`src/rtl/ieee754_alu_arbiter.sv`:
```
// Round-robin front end for a shared combinational ieee754_alu.
// Two requesters compete for the ALU; the winner's operands are held on the
// ALU inputs for ALU_WAIT cycles, then the result and flags are captured and
// returned on one response channel that carries the requester id.
module ieee754_alu_arbiter #(
  parameter int unsigned ALU_WAIT = 1  // legal range 1..15
) (
  input  logic        clk,
  input  logic        rst,
  input  logic        req0_valid,
  output logic        req0_ready,
  input  logic [2:0]  req0_opcode,
  input  logic [31:0] req0_a,
  input  logic [31:0] req0_b,
  input  logic        req1_valid,
  output logic        req1_ready,
  input  logic [2:0]  req1_opcode,
  input  logic [31:0] req1_a,
  input  logic [31:0] req1_b,
  output logic        rsp_valid,
  input  logic        rsp_ready,
  output logic        rsp_id,
  output logic [31:0] rsp_result,
  output logic [4:0]  rsp_flags,
  output logic        rsp_err,
  output logic [2:0]  alu_opcode,
  output logic [31:0] alu_a,
  output logic [31:0] alu_b,
  input  logic [31:0] alu_out_ieee,
  input  logic        alu_overflow,
  input  logic        alu_underflow,
  input  logic        alu_gt,
  input  logic        alu_lt,
  input  logic        alu_eq,
  output logic        busy
);

  typedef enum logic [1:0] {S_IDLE, S_EXEC, S_RESP} state_t;

  localparam logic [2:0] OP_LAST_LEGAL = 3'b100;
  localparam logic [3:0] WAIT_LOAD     = 4'(ALU_WAIT);

  state_t      state_q;
  logic [3:0]  cnt_q;
  logic        last_q;
  logic        illegal_q;
  logic [2:0]  alu_opcode_q;
  logic [31:0] alu_a_q;
  logic [31:0] alu_b_q;
  logic        rsp_valid_q;
  logic        rsp_id_q;
  logic [31:0] rsp_result_q;
  logic [4:0]  rsp_flags_q;
  logic        rsp_err_q;
  logic        busy_q;

  logic        grant_d;
  logic        fire_d;
  logic [2:0]  opcode_d;
  logic [31:0] a_d;
  logic [31:0] b_d;

  // Round-robin grant: a lone valid requester wins, contention goes to the one not served last.
  always_comb begin
    // NOTE: assigning a default before any branch keeps this purely combinational (no latch).
    grant_d = 1'b0;
    if (req0_valid && req1_valid) begin
      grant_d = ~last_q;
    end else if (req1_valid) begin
      grant_d = 1'b1;
    end
  end

  assign req0_ready = (state_q == S_IDLE) && !grant_d;
  assign req1_ready = (state_q == S_IDLE) &&  grant_d;

  assign fire_d   = grant_d ? (req1_valid && req1_ready) : (req0_valid && req0_ready);
  assign opcode_d = grant_d ? req1_opcode : req0_opcode;
  assign a_d      = grant_d ? req1_a      : req0_a;
  assign b_d      = grant_d ? req1_b      : req0_b;

  // Sequencing FSM with registered ALU operands and response fields.
  // An illegal opcode skips the ALU entirely: its counter is loaded with 1 so
  // the error response appears with fixed latency independent of ALU_WAIT,
  // and the ALU operand registers are left untouched.
  always_ff @(posedge clk) begin
    // NOTE: non-blocking assignments so every register samples pre-edge values.
    if (rst) begin
      state_q      <= S_IDLE;
      cnt_q        <= '0;
      last_q       <= 1'b1;
      illegal_q    <= 1'b0;
      alu_opcode_q <= '0;
      alu_a_q      <= '0;
      alu_b_q      <= '0;
      rsp_valid_q  <= 1'b0;
      rsp_id_q     <= 1'b0;
      rsp_result_q <= '0;
      rsp_flags_q  <= '0;
      rsp_err_q    <= 1'b0;
      busy_q       <= 1'b0;
    end else begin
      case (state_q)
        S_IDLE: begin
          if (fire_d) begin
            last_q   <= grant_d;
            rsp_id_q <= grant_d;
            busy_q   <= 1'b1;
            state_q  <= S_EXEC;
            if (opcode_d <= OP_LAST_LEGAL) begin
              alu_opcode_q <= opcode_d;
              alu_a_q      <= a_d;
              alu_b_q      <= b_d;
              cnt_q        <= WAIT_LOAD;
              illegal_q    <= 1'b0;
            end else begin
              cnt_q     <= 4'd1;
              illegal_q <= 1'b1;
            end
          end
        end
        S_EXEC: begin
          if (cnt_q == 4'd1) begin
            state_q     <= S_RESP;
            rsp_valid_q <= 1'b1;
            if (illegal_q) begin
              rsp_result_q <= '0;
              rsp_flags_q  <= '0;
              rsp_err_q    <= 1'b1;
            end else begin
              rsp_result_q <= alu_out_ieee;
              rsp_flags_q  <= {alu_overflow, alu_underflow, alu_gt, alu_lt, alu_eq};
              rsp_err_q    <= 1'b0;
            end
          end else begin
            cnt_q <= cnt_q - 4'd1;
          end
        end
        S_RESP: begin
          if (rsp_ready) begin
            state_q     <= S_IDLE;
            rsp_valid_q <= 1'b0;
            busy_q      <= 1'b0;
          end
        end
        default: state_q <= S_IDLE;
      endcase
    end
  end

  assign rsp_valid  = rsp_valid_q;
  assign rsp_id     = rsp_id_q;
  assign rsp_result = rsp_result_q;
  assign rsp_flags  = rsp_flags_q;
  assign rsp_err    = rsp_err_q;
  assign alu_opcode = alu_opcode_q;
  assign alu_a      = alu_a_q;
  assign alu_b      = alu_b_q;
  assign busy       = busy_q;

endmodule

```
`config.mk`:
```
export PLATFORM = sky130hd
export DESIGN_NAME = ieee754_alu_arbiter
export DESIGN_NICKNAME = d
export VERILOG_FILES = /design/src/rtl/ieee754_alu_arbiter.sv
export SDC_FILE = /design/constraint.sdc
export NUM_CORES = 1
export LEC_CHECK = 0
export ABC_AREA = 1
export CAP_MARGIN = 20
export CORE_AREA = 3 3 88 174
export DETAILED_ROUTE_END_ITERATION = 8
export DIE_AREA = 0 0 91 177
export PLACE_DENSITY = 0.82
export SLEW_MARGIN = 25
export SYNTH_ARGS = -nofsm -noshare
export SYNTH_HDL_FRONTEND = slang
export SYNTH_SLANG_ARGS = --single-unit
```
`constraint.sdc`:
```
create_clock -name clk -period 1.9 [get_ports clk]
set_input_delay 0.285 -clock clk [delete_from_list [all_inputs] [get_ports clk]]
set_output_delay 0.285 -clock clk [all_outputs]
set_load 0.02 [all_outputs]
```
### Yosys cells after proc, flatten, opt, wreduce, memory -nomap -nowiden

Cells that the tools add are included.

* register bits after elaboration: 116
* input bits: 176
* output and inout port bits: 110
* word-level logic and storage cells: 62

* $add $sub $neg: 1
* $lt $le $gt $ge: 1
* equality and inequality tests: 7
* muxes and demuxes: 22
* bitwise logic cells: 1
* reduce and logical (&&, ||, !) cells: 17

Operators by type and width (count)
* $mux 32: 3
* $reduce_and 3->1: 5
* $mux 1: 8
* $mux 4: 2
* $ne 2x2->1 const B: 4
* $pmux 4 s2: 1
* $mux 2: 3
* $pmux 2 s3: 1
* $reduce_bool 2->1: 3
* $logic_and 1x1->1: 5
* $mux 5: 1
* $eq 4x1->1 const B: 1
* $pmux 1 s2: 2
* $reduce_and 2->1: 2
* $sub 4x1->4 const B: 1
* $le 3x3->1 const B: 1
* $mux 3: 1
* $eq 2x1->1 const B: 1
* $eq 2x2->1 const B: 1
* $logic_not 2->1: 1
* $logic_not 1->1: 1
* $not 1->1: 1

### Depth between registers and ports, before layout

Gate-level depths: netlist of run 1.

* depth in word-level cells: 8
* depth in mapped cells: 10
* mapped depth without buffers: 8

### Worst setup path after synthesis of run 1

No wires, ideal clock.

* path type: register to register
* start point: register cnt_q[1]
* end point: register rsp_result_q[10] (netlist: rsp_result[10])
* library setup time: 128 ps
* arrival time: 1298 ps
* required time: 1772 ps
* setup slack: 474 ps
* cell stages (with the launch flop): 11
* path buffers: 2
* clock period less this slack: 1426 ps
* path through: dfxtp_1 inv_1 ha_1 nand3_1 inv_1 nand2_1 nor2_1 buf_2 buf_2 a22oi_1 nor2_1

* word-level cells in the longest chain between the ends: 2

RTL lines
* start: declaration: line 44 `logic [3:0] cnt_q;`
* start signal: assignment: line 136 `cnt_q <= cnt_q - 4'd1;`
* $eq 4x1->1: line 123 `if (cnt_q == 4'd1) begin`
* $reduce_and 2->1 (no line)
* end signal: assignment: line 131 `rsp_result_q <= alu_out_ieee;`
* end: declaration: line 52 `logic [31:0] rsp_result_q;`

Every way passes these cells.
A chain may end at the register's enable or synchronous reset.

### Worst setup path after layout of run 1

* start point: register state_q[0]
* end point: output port req1_ready

* word-level cells in the longest chain between the ends: 2

RTL lines
* start: declaration: line 43 `state_t state_q;`
* start signal: assignment: line 89 `state_q <= S_IDLE;`
* start signal: assignment: line 109 `state_q <= S_EXEC;`
* start signal: assignment: line 124 `state_q <= S_RESP;`
* $logic_not 2->1: line 75 `assign req1_ready = (state_q == S_IDLE) && grant_d;`
* $logic_and 1x1->1: line 75
* end: declaration: line 16 `output logic req1_ready,`

Every way passes these cells.

==> results of run 1 <==
## cell type report
type                       instances  area (um2)
sequential                       116        2320
tap                              189         236
timing repair buffer             311        3120
fill                            1255        4830
multi-input combinational        588        2690
clock inverter                    15         121
clock buffer                      17         425
inverter                          80         300
## stage by stage
step,setup TNS (ns),instances
6_report,0,1316
5_1_grt,0,1316
4_1_cts,0,1316
3_5_place_dp,-3.58,1284
3_3_place_gp,-1.52,1284
2_1_floorplan,0,853
## cells in the final DEF (no fill, tap or decap)
cell type	netlist	final
sky130_fd_sc_hd__a22oi_1	37	37
sky130_fd_sc_hd__nand3b_1	2	2
sky130_fd_sc_hd__buf_4	1	20
sky130_fd_sc_hd__nor3_1	2	2
sky130_fd_sc_hd__nand3_1	134	134
sky130_fd_sc_hd__buf_2	26	1
sky130_fd_sc_hd__and2_1	1	1
sky130_fd_sc_hd__o21ai_0	3	3
sky130_fd_sc_hd__inv_8	0	2
sky130_fd_sc_hd__buf_12	0	6
sky130_fd_sc_hd__inv_6	0	5
sky130_fd_sc_hd__nand2_2	0	2
sky130_fd_sc_hd__nor2_2	0	1
sky130_fd_sc_hd__nor2_4	1	1
sky130_fd_sc_hd__nand4_1	4	4
sky130_fd_sc_hd__clkinv_4	0	2
sky130_fd_sc_hd__clkinvlp_4	0	3
sky130_fd_sc_hd__clkdlybuf4s50_1	0	282
sky130_fd_sc_hd__nand3_4	0	2
sky130_fd_sc_hd__a21oi_1	72	72
sky130_fd_sc_hd__o22ai_1	1	1
sky130_fd_sc_hd__nand2_1	216	214
sky130_fd_sc_hd__inv_2	2	2
sky130_fd_sc_hd__dlygate4sd2_1	0	2
sky130_fd_sc_hd__clkinv_2	0	3
sky130_fd_sc_hd__nor2_1	111	110
sky130_fd_sc_hd__ha_1	2	2
sky130_fd_sc_hd__inv_1	78	78
sky130_fd_sc_hd__clkbuf_16	0	17
sky130_fd_sc_hd__dfxtp_1	116	116
## flip-flops by register name, indices dropped and copies added (netlist names)
name	count
alu_b	32
state_q	2
rsp_id	1
rsp_valid	1
last_q	1
rsp_result	32
rsp_err	1
illegal_q	1
cnt_q	4
alu_a	32
rsp_flags	5
alu_opcode	3
busy	1
## metal layers
metal  routed length [um]  up-vias  share of wire (%)
li1                     -     3262                  -
met1                 6750     2812                 37
met2                 9910      222                 54
met3                 1140       34                6.2
met4                  573        0                3.1
met5                    0        -                  0
## cell families (layout without fill, tap and decap cells)
kind of cell / Yosys count / after routing
flops: 116 / 116
buf+inv: 149 / 423
compound gates: 113 / 113
simple gates: 473 / 473
fa+ha+maj: 2 / 2
## worst paths after layout
path                                  from             end  slack, ns
worst max-delay path            state_q[0]      req1_ready       0.17
worst min-delay path            req1_valid   alu_opcode[0]       0.36
worst max register to register    cnt_q[1]  rsp_result[14]       0.27
worst min register to register   rsp_valid       rsp_valid       0.47
## report_power, final
group | internal [mW] | total [mW] | switching (mW) | leakage [nW]
clock | 1.70 | 2.92 | 1.22 | 0.265
sequential | 2.74 | 2.89 | 0.154 | 0.953
combinational | 1.30 | 2.73 | 1.44 | 2.92
## tightest hold or removal path: stages
cell and delay (ns):
sky130_fd_sc_hd__buf_2 0.16, sky130_fd_sc_hd__nand3b_1 0.12, sky130_fd_sc_hd__nand4_1 0.09, sky130_fd_sc_hd__nand2_1 0.07
==> results.sh, run 1 <==
export IMPL_seq_area_frac_synth_pct=41.3
export IMPL_synthTopCellsByArea="sky130_fd_sc_hd__dfxtp_1, sky130_fd_sc_hd__nand2_1, sky130_fd_sc_hd__nand3_1, sky130_fd_sc_hd__nor2_1, sky130_fd_sc_hd__a21oi_1"
export IMPL_gr_usage_met1_pct=22.7
export IMPL_fmax_mhz=576
export IMPL_finalSetupViolCount=0
export IMPL_drt_iter0_markers=312
export IMPL_synthMostInstantiatedCell="sky130_fd_sc_hd__nand2_1"
export IMPL_ys_async_sr_fraction_pct=0
export IMPL_total_power_mw=8.54
export IMPL_post_synth_top_area_cell="sky130_fd_sc_hd__dfxtp_1"
export IMPL_run_status="finished clean"
export IMPL_final_min_period_over_clock_period_pct=91.3
export IMPL_synthesis_area_per_instance_um2=6.59
export IMPL_floorplan_rows=61
export IMPL_slew_viol_final=0
export IMPL_cp_cell_sequence="inv_1 -> nand2_1 -> nor2_1 -> dlygate4sd2_1"
export IMPL_cts_inserted_buffers=17
export IMPL_synth_compound_area_share_pct=11.7
export IMPL_layout_nets=1292
export IMPL_cp_depth=4
export IMPL_min_delay_path_depth=4
export IMPL_slowest_delay_ns=0.35
export IMPL_worst_setup_path_type="reg -> out"
export IMPL_cts_tree="yes"
export IMPL_grt_pass1_vias=6028
export IMPL_distinct_cell_type_count_of_the_synthesized_netlist=22
export IMPL_postSynthNetCount=1031
export IMPL_crit_path_start_kind="flop"
export IMPL_critical_path_top_delay_family="buffers and inverters"
export IMPL_die_area_um2=16100
export IMPL_hpwl_um=13900
export IMPL_gp_congestion=0.843
export IMPL_diodes=0
export IMPL_yosys_warnings=0
export IMPL_cts_repair_resized_insts=2
export IMPL_detailed_place_area_um2=8670
export IMPL_cellLeakagePower_nw=4.13
export IMPL_cts_hold_repair_buffers=0
export IMPL_groute_layer_met3_usage_pct=6.00
export IMPL_globalRoute_totalOverflow=0
export IMPL_grt_busiest_layer="met2"
export IMPL_setup_repair_after_global_routing_missed_its_margin="false"
export IMPL_post_drt_via_cell_ratio=4.81
export IMPL_synth_mux_area_share_pct=0
export IMPL_antenna_found_initial=0
export IMPL_cp_required_ns=1.62
export IMPL_worst_hold_path_type="in -> reg"
export IMPL_synth_common_cells="sky130_fd_sc_hd__nand2_1, sky130_fd_sc_hd__nand3_1, sky130_fd_sc_hd__dfxtp_1"
export IMPL_post_synth_fa_ha_maj_area_fraction_pct=0.445
export IMPL_clk_pin_slew_worst_paths_ns=0.06
export IMPL_io_pin_count=286
export IMPL_final_core_util_pct=65.6
export IMPL_remaining_drc_errors=0
export IMPL_postCtsSetupBuffers=0
export IMPL_grtUsageMet2_pct=42.0
export IMPL_start_util_pct=40.0
export IMPL_worst_slack_ns=0.165
export IMPL_syn_area_um2=5620
export IMPL_powerDensity_nw_per_um2=927
export IMPL_synthDominantCellAreaShare_pct=41.3
export IMPL_route_detailed_wl_per_inst_um=14.0
export IMPL_final_setup_skew_ns=0.0109
export IMPL_finalHoldViolations=0
export IMPL_first_pass_iters=4
export IMPL_slew_at_the_pin_with_the_worst_max_slew_slack_ns=0.402
export IMPL_global_route_usage_total_pct=22.3
export IMPL_postSynthRegisterBits=116
export IMPL_ir_drop_mv=0.598
export IMPL_worst_slew_margin_rel_pct=73.2
export IMPL_final_area_um2=9210
export IMPL_die_width_um=91
export IMPL_layout_cells_sized_above_1_pct=5.94
export IMPL_grt_pass1_wl_um=29200
export IMPL_cts_htree_levels=4
export IMPL_worst_path_buf_inv=2
export IMPL_critical_path_arrival_ns=1.45
export IMPL_area_growth_pct=64.0
export IMPL_worst_skew_pair_late_latency_ns=0.40
export IMPL_postRouteAntennaNets=0
export IMPL_cts_num_sinks=116
export IMPL_dp_worst_setup_slack_ns=-0.0829
export IMPL_die_h_um=177
export IMPL_setup_worst_path_end_class="output pin"
export IMPL_postSynth_topFlopCell="sky130_fd_sc_hd__dfxtp_1"
export IMPL_grt_start_max_net_pins=55
export IMPL_rr_worst_depth=9
export IMPL_clockBufferDepth=2
export IMPL_synth_enable_flop_cells=0
export IMPL_drv_max_cap_violation_count=0
export IMPL_worstPathMaxFanout=4
export IMPL_largest_family_of_logic_cells_by_synthesized_area="simple AND/OR/NAND/NOR gates"
export IMPL_core_area_um2=14000
export IMPL_clk_root_buffer_cell="sky130_fd_sc_hd__clkbuf_16"
export IMPL_worst_hold_slack_ns=0.359
export IMPL_detailroute_via_count=6330
export IMPL_yosys_area_share_simple_pct=35.3
export IMPL_io_buffer_count=285
export IMPL_synthXorXnorAreaFrac_pct=0
export IMPL_critical_path_slowest_cell="sky130_fd_sc_hd__dlygate4sd2_1"
export IMPL_wirelength_um=18400
export IMPL_synthCells=853
export IMPL_finalCriticalPeriod_ns=1.73
(Power assumes the default switching activity.)
==> inputs of run 2 (changes only) <==
- CORE_AREA: 3 3 88 174 -> 2 2 87 173
- DIE_AREA: 0 0 91 177 -> 0 0 89 175
- SETUP_SLACK_MARGIN: not set -> 0.3
==> run 2 against run 1 <==
Against the previous run: clock power is 5% higher; sequential cell count unchanged; total power increased by 2.0%; global-route usage increased by 1.0 points; clock-buffer cell count grew 1; first-iteration DRC count fell by 26%; die area decreased by 3.3%; sequential share of layout area decreased by 0.67 points; setup slack better by 0.16 ns; cell count grew 1.5%; cell area rose by 2.8%.
==> results.sh, run 2 (synthesis gave the netlist of run 1 again) <==
export IMPL_fmax_mhz=634
export IMPL_gp_congestion=0.849
export IMPL_critical_path_arrival_ns=1.87
export IMPL_io_pin_count=286
export IMPL_clk_pin_slew_worst_paths_ns=0.06
export IMPL_layout_cells_sized_above_1_pct=9.28
export IMPL_detailroute_via_count=6528
export IMPL_clk_root_buffer_cell="sky130_fd_sc_hd__clkbuf_16"
export IMPL_reg2reg_from="last_q"
export IMPL_layout_nets=1307
export IMPL_clockBufferDepth=2
export IMPL_rr_endpoint="alu_a[30]"
export IMPL_multiInputGateArea_um2=2780
export IMPL_cellLeakagePower_nw=4.73
export IMPL_drv_max_cap_violation_count=0
export IMPL_layout_common_cells="sky130_fd_sc_hd__nand2_1, sky130_fd_sc_hd__clkdlybuf4s50_1, sky130_fd_sc_hd__nand3_1"
export IMPL_die_area_um2=15600
export IMPL_floorplan_rows=62
export IMPL_drt_iter0_markers=231
export IMPL_worst_setup_path_type="reg -> reg"
export IMPL_wl_met3_um=1290
export IMPL_post_drt_via_cell_ratio=4.89
export IMPL_worst_hold_slack_ns=0.376
export IMPL_run_status="finished clean"
export IMPL_layout_cells_most_common="sky130_fd_sc_hd__nand2_1"
export IMPL_combined_flip_flop_and_latch_cell_area_um2=2320
export IMPL_finalCriticalPeriod_ns=1.58
export IMPL_slew_at_the_pin_with_the_worst_max_slew_slack_ns=0.378
export IMPL_setup_repair_after_global_routing_missed_its_margin="true"
export IMPL_worstSetupStartpoint="last_q"
export IMPL_die_h_um=175
export IMPL_wl_met2_um=11200
export IMPL_setup_reg_to_reg_worst_slack_ns=0.32
export IMPL_crit_end="alu_a[30]"
export IMPL_start_util_pct=39.4
export IMPL_cts_num_sinks=116
export IMPL_final_min_period_over_clock_period_pct=83.0
export IMPL_final_setup_skew_ns=0.0129
export IMPL_finalSetupViolCount=0
export IMPL_grt_pass1_wl_um=28500
export IMPL_slew_viol_final=0
export IMPL_core_area_um2=14300
export IMPL_first_pass_iters=5
export IMPL_cts_htree_levels=4
export IMPL_wirelength_um=20600
export IMPL_setup_worst_path_end_class="flop"
export IMPL_worst_slew_margin_rel_pct=74.8
export IMPL_crit_path_start_kind="flop"
export IMPL_antenna_found_initial=2
export IMPL_worst_hold_path_type="in -> reg"
export IMPL_cts_tree="yes"
export IMPL_io_buffer_count=285
export IMPL_grt_start_max_net_pins=55
export IMPL_rr_worst_depth=10
export IMPL_die_width_um=89
export IMPL_global_route_usage_total_pct=23.4
export IMPL_finalHoldViolations=0
export IMPL_route_detailed_wl_per_inst_um=15.4
export IMPL_globalRoute_totalOverflow=0
export IMPL_cp_required_ns=2.19
export IMPL_remaining_drc_errors=0
export IMPL_grt_pass1_vias=5856
export IMPL_worst_skew_pair_late_latency_ns=0.41
export IMPL_postRouteAntennaNets=0
export IMPL_powerDensity_nw_per_um2=920
export IMPL_worstPathMaxFanout=8
export IMPL_total_power_mw=8.71
export IMPL_maxUsedRoutingLayer="met4"
export IMPL_hpwl_um=13800
export IMPL_met1Wirelength_um=7150
export IMPL_area_growth_pct=68.6
export IMPL_ir_drop_mv=0.620
export IMPL_n_fill_cell=1266
export IMPL_cts_inserted_buffers=17
[run 2: how the worst min path moves through the flow]
stage	startpoint	to	slack, ns	cells after the start
3_5_place_dp	alu_opcode[2]	alu_opcode[2]	0.47	2
3_3_place_gp	busy	busy	0.45	2
6_report	req1_valid	alu_opcode[1]	0.38	4
2_1_floorplan	last_q	last_q	0.43	2
4_1_cts	req1_valid	alu_a[30]	0.36	5
5_1_grt	req1_valid	alu_opcode[1]	0.38	4
[run 2: routing by layer]
| layer | GRT usage, % | up-vias |
|---|---|---|
| met5 | 0 | - |
| met4 | 13.3 | 0 |
| met3 | 5.81 | 55 |
| met2 | 42.0 | 273 |
| met1 | 23.4 | 2898 |
| li1 | - | 3302 |
[run 2: per-stage QoR]
stage	cells	setup TNS, ns	setup WS, ns	cell area (um2)	util [%]
after floorplan	853	0	0.474	5620	-
after global placement	1286	-0.301	-0.0316	8640	60.5
after detailed placement	1286	-2.63	-0.0855	8640	60.5
after CTS	1319	0	0.230	9100	63.8
after global routing	1336	0	0.252	9470	66.4
final	1336	0	0.324	9470	66.4
[run 2: worst max-delay path: stages (launching register included)]
cell                        delay, ns
sky130_fd_sc_hd__dfxtp_2         0.36
sky130_fd_sc_hd__nand2_4         0.08
sky130_fd_sc_hd__nand2_4         0.08
sky130_fd_sc_hd__buf_6           0.12
sky130_fd_sc_hd__nand2_2         0.06
sky130_fd_sc_hd__nand2_2         0.08
sky130_fd_sc_hd__nand3_4         0.10
sky130_fd_sc_hd__clkbuf_16       0.19
sky130_fd_sc_hd__clkbuf_16       0.17
sky130_fd_sc_hd__a21oi_1         0.15
sky130_fd_sc_hd__nor2_1          0.07
[run 2: final cells by class]
class | instances | share of cell area, %
flip-flops and latches | 116 | 24.5
diodes | 2 | 0.0528
inverters | 80 | 3.17
clock buffers | 18 | 4.64
well taps | 192 | 2.54
clock inverters | 14 | 1.37
multi-input cells | 588 | 29.3
repair buffers | 326 | 34.4
[run 2: power breakdown]
group          internal (mW)  switching (mW)
Sequential              2.74           0.155
Combinational           1.21            1.54
Clock                   1.84            1.22
[run 2: what timing repair did]
item                                    in CTS  in global routing
gates resized for setup                    117                 33
hold buffers                                 0                  0
pin swaps                                    0                  5
buffers inserted                             0                  5
cloned                                       1                 10
endpoints found under the setup margin     146                107
endpoints found under the hold margin        0                  0
